### src/rtl/mul_pkg.sv
// Shared types for the sequential shift-add multiplier.
// State encoding and external ALU opcodes.
package mul_pkg;

  typedef enum logic [1:0] {
    IDLE = 2'd0,
    RUN  = 2'd1,
    DONE = 2'd2
  } state_t;

  localparam logic [2:0] ALU_BYPASS = 3'b000;
  localparam logic [2:0] ALU_ADD    = 3'b010;

endpackage

### src/rtl/mul_seq.sv
// Sequential shift-add multiplier driving an external ALU.
// Optional early termination: define MUL_EARLY_TERM_EN.
module mul_seq
  import mul_pkg::*;
#(
  parameter int WIDTH = 64
) (
  input  logic             clk,
  input  logic             reset,
  input  logic             start,
  input  logic [WIDTH-1:0] multiplicand,
  input  logic [WIDTH-1:0] multiplier,
  output logic             busy,
  output logic             done,
  output logic [WIDTH-1:0] product,
  output logic [WIDTH-1:0] alu_a,
  output logic [WIDTH-1:0] alu_b,
  output logic [2:0]       alu_cntrl,
  input  logic [WIDTH-1:0] alu_result
);

  localparam int CW = (WIDTH > 1) ? $clog2(WIDTH) : 1;
  localparam logic [CW-1:0] LAST = CW'(WIDTH - 1);

  state_t           state;
  logic [WIDTH-1:0] acc;
  logic [WIDTH-1:0] mcand;
  logic [WIDTH-1:0] mplier;
  logic [CW-1:0]    count;
  logic             last;

`ifdef MUL_EARLY_TERM_EN
  // Remaining multiplier bits all zero: no further partial products.
  assign last = (count == LAST) || ((mplier >> 1) == '0);
`else
  assign last = (count == LAST);
`endif

  always_comb begin
    alu_cntrl = ALU_BYPASS;
    alu_a     = '0;
    alu_b     = '0;
    if (state == RUN) begin
      alu_cntrl = ALU_ADD;
      alu_a     = acc;
      alu_b     = mplier[0] ? mcand : '0;
    end
  end

  always_ff @(posedge clk) begin
    if (reset) begin
      state   <= IDLE;
      busy    <= 1'b0;
      done    <= 1'b0;
      product <= '0;
      acc     <= '0;
      mcand   <= '0;
      mplier  <= '0;
      count   <= '0;
    end else begin
      unique case (state)
        IDLE: begin
          if (start) begin
            acc     <= '0;
            mcand   <= multiplicand;
            mplier  <= multiplier;
            count   <= '0;
            product <= '0;
            state   <= RUN;
            busy    <= 1'b1;
          end
        end
        RUN: begin
          acc    <= alu_result;
          mcand  <= mcand << 1;
          mplier <= mplier >> 1;
          count  <= count + 1'b1;
          if (last) begin
            product <= alu_result;
            state   <= DONE;
            done    <= 1'b1;
          end
        end
        DONE: begin
          state <= IDLE;
          busy  <= 1'b0;
          done  <= 1'b0;
        end
        default: begin
          state <= IDLE;
          busy  <= 1'b0;
          done  <= 1'b0;
        end
      endcase
    end
  end

endmodule

### config.mk
export PLATFORM = sky130hd
export DESIGN_NAME = mul_seq
export DESIGN_NICKNAME = d
export VERILOG_FILES = /design/src/rtl/mul_pkg.sv /design/src/rtl/mul_seq.sv
export SDC_FILE = /design/constraint.sdc
export NUM_CORES = 1
export LEC_CHECK = 0
export ABC_AREA = 1
export CAP_MARGIN = 40
export CORE_MARGIN = 5
export CORE_UTILIZATION = 35
export CTS_BUF_LIST = sky130_fd_sc_hd__clkbuf_8
export DETAILED_ROUTE_END_ITERATION = 16
export PLACE_DENSITY = 0.66
export SLEW_MARGIN = 15
export SYNTH_ARGS = -nofsm -noshare
export SYNTH_HDL_FRONTEND = slang
export SYNTH_SLANG_ARGS = --single-unit
### constraint.sdc
create_clock -name clk -period 1.8 [get_ports clk]
set_input_delay 0.18 -clock clk [delete_from_list [all_inputs] [get_ports clk]]
set_output_delay 0.18 -clock clk [all_outputs]
set_load 0.01 [all_outputs]
==> metrics.md <==
| Metric | Value |
|---|---|
| # diodes | 0 |
| Placed Area | 16700 µm² |
| Wire length per cell | 17.49 µm |
| Largest vdd supply drop | 0.0004892 V |
| Final Cycle Share | 111.1% |
| DRC viols | 0 |
| Total CTS buffers | 48 |
| Gate Count Post-Synth | 1804 |
| Setup TNS | -12960 ps |
| Global-route wire length before repair | 67.79 mm |
| Crit. Startpoint | state[0] |
| CP required | 1620 ps |
| DR vias | 13.64k |
| Starting Density | 35.30% |
| Worst-path fanout max | 6 |
| Synth cell types | 22 |
| Failing checks | setup timing |
| Largest net degree at the start of global routing | 83 |
| Rows | 67 |
| Area grow syn2layout | 80.55% |
| Sink Count | 266 |
| Part of the Yosys area used for sequential elements | 45.09% |
| H-tree levels | 2 |
| Startpoint Class | register |
| Worst-path clk slew | 60 ps |
| Synth Area per Inst | 6.546 µm² |
| Clk_lat worst skew | 550 ps |
| Design area | 21320 µm² |
| Critical Path Sink | alu_b[7] |
| All-Layer GR Usage | 21.65% |
| Critical Path Sink Type | primary output |
| Grt ovf | 0 |
| Pleak | 9.861 nW |
| Final setup vio count | 173 |
| DRT antenna net count | 0 |
| Setup ws final | -200.0 ps |
| FMAX | 500.0 MHz |
| Layout cells sized above 1 | 34.33% |
| Worst-case clock buffer depth | 3 |
| RR Endpoint | mplier[44] |
| Total design power | 0.01756 W |
| CORE AREA | 33450 µm² |
| DR pass1 iterations | 5 |
| Layout Nets | 2525 |
| Final Hold Viols | 0 |
| Critical path type | reg2out |
| Crit Reg-Reg Startpoint | state[0] |
| Crit path DAT | 1820 ps |
| Most common cell after layout, fill and taps aside | nand2_1 |
| Netlist Area Pre-Place | 11810 µm² |
| Reg2Reg Setup Slack | -130 ps |
| Clk_skew | 10.67 ps |
| Full die area | 37510 µm² |
| Worst min-delay path class | in2reg |
| CTS tree | done |
| DP Worst Slack | -24.83 ps |
| GPL Wtd Cong | 0.8636 |
| Number of max-cap violations | 0 |
| Most frequent cells in the layout | nand2_1 (453), dfxtp_1 (263), clkdlybuf4s50_1 (259) |
| Clock root buffer | clkbuf_8 |
| RSZ-0062 raised after global routing | true |
| WL final | 49.19 mm |
| Antenna violations before repair | 1 |
| # fillers | 2704 |
| Number of synthesized register bits | 266 |
| Die H | 193.7 µm |
| # IOs | 392 |
| Vias in the first global route | 12.69k |
| IO buf count | 389 |
| Power density cells | 823.7 nW/µm² |
| Detailed placer's ending HPWL | 27.65 mm |
| Slew Limit Fails | 0 |
| Yosys Warn Count | 0 |
| Initial DRC count | 696 |
| Min Clock Period, post-route | 2000 ps |
| Status | finished with violations |
| Reg2Reg Depth | 11 |
| Die width | 193.7 µm |
| Via density | 4.850 |
-- layout make-up --
class	instances	area, µm²	share of cell area, %
repair buffers	599	6659	31.23
clock buffers	57	784.5	3.680
inverters	152	588.1	2.758
multi-input cells	1262	7088	33.25
clock inverters	29	309.0	1.450
well taps	448	560.5	2.629
flip-flops and latches	266	5331	25.01
-- timing repair --
| item | in CTS | in global routing |
|---|---|---|
| hold buffers | 1 | 0 |
| pin swaps | 27 | 77 |
| cloned | 12 | 38 |
| resized for setup | 605 | 585 |
| endpoints found under the setup margin | 155 | 383 |
| endpoints found under the hold margin | 19 | 0 |
| buffers inserted | 42 | 39 |
-- synthesized netlist by cell type (all sizes together) --
| library cell | instances | area share [%] |
|---|---|---|
| nand2 | 613 | 20 |
| nor2 | 327 | 11 |
| dfxtp | 266 | 45 |
| a21oi | 199 | 8.4 |
| inv | 152 | 4.8 |
| buf | 81 | 3.8 |
| o21ai | 68 | 2.9 |
| nand3b | 47 | 3.0 |
| clkbuf | 44 | 1.4 |
| nand3 | 4 | 0.17 |
| a22oi | 1 | 0.064 |
| conb | 1 | 0.032 |
| ha | 1 | 0.11 |
-- flip-flops by register name, summed over array words and instances, names as in the netlist --
name / cells
mcand: 64
mplier: 64
product: 64
acc: 64
done: 1
state: 2
count: 6
busy: 1
-- power by group --
group          internal, W  switching [W]
clock              0.00388        0.00260
sequential         0.00632       0.000282
combinational      0.00229        0.00219
-- per-stage QoR --
| step | hold WS, ps | utilization, % | std cells |
|---|---|---|---|
| 2_1_floorplan | 328.3 | - | 1805 |
| 3_3_place_gp | 432.4 | 49.92 | 2610 |
| 3_5_place_dp | 440.4 | 49.92 | 2610 |
| 4_1_cts | 150.0 | 55.66 | 2748 |
| 5_1_grt | 191.0 | 63.74 | 2813 |
| 6_report | 211.9 | 63.74 | 2813 |
-- critical path: stages, from the launching register on --
cell and delay [ps]:
dfxtp_2 350, inv_2 60, nor2_4 120, buf_12 150, buf_8 120, buf_12 120
buf_6 100, nand2_4 50, nor2_2 70, buf_2 130
-- cell families after synthesis --
logic type / count (synthesis) / synth area share (%)
AO/OA/AOI/OAI: 268 / 11.38
other: 1 / 0.03176
AND/OR/NAND/NOR: 991 / 33.35
adder cells (fa/ha/maj): 1 / 0.1059
flip-flops: 266 / 45.09
buffers and inverters: 277 / 10.03
-- per-layer routing --
| layer | track usage (%) | vias to the layer above | share of wire, % |
|---|---|---|---|
| li1 | - | 6606 | - |
| met1 | 27.97 | 6384 | 41 |
| met2 | 36.05 | 547 | 48 |
| met3 | 5.387 | 105 | 7.8 |
| met4 | 6.242 | 2 | 3.3 |
| met5 | 0 | - | 0.022 |
-- worst min-delay path by stage --
stage | slack [ps] | start | endpoint | depth (start not counted)
after floorplan | 330 | multiplicand[0] | mcand[0] | 2
after global placement | 430 | mplier[39] | mplier[39] | 2
after detailed placement | 440 | mplier[29] | mplier[29] | 2
after CTS | 150 | multiplier[63] | mplier[63] | 3
after global routing | 190 | alu_result[61] | acc[61] | 3
final | 210 | multiplicand[0] | mcand[0] | 3
No activity file was read; power rests on OpenSTA's default activity.
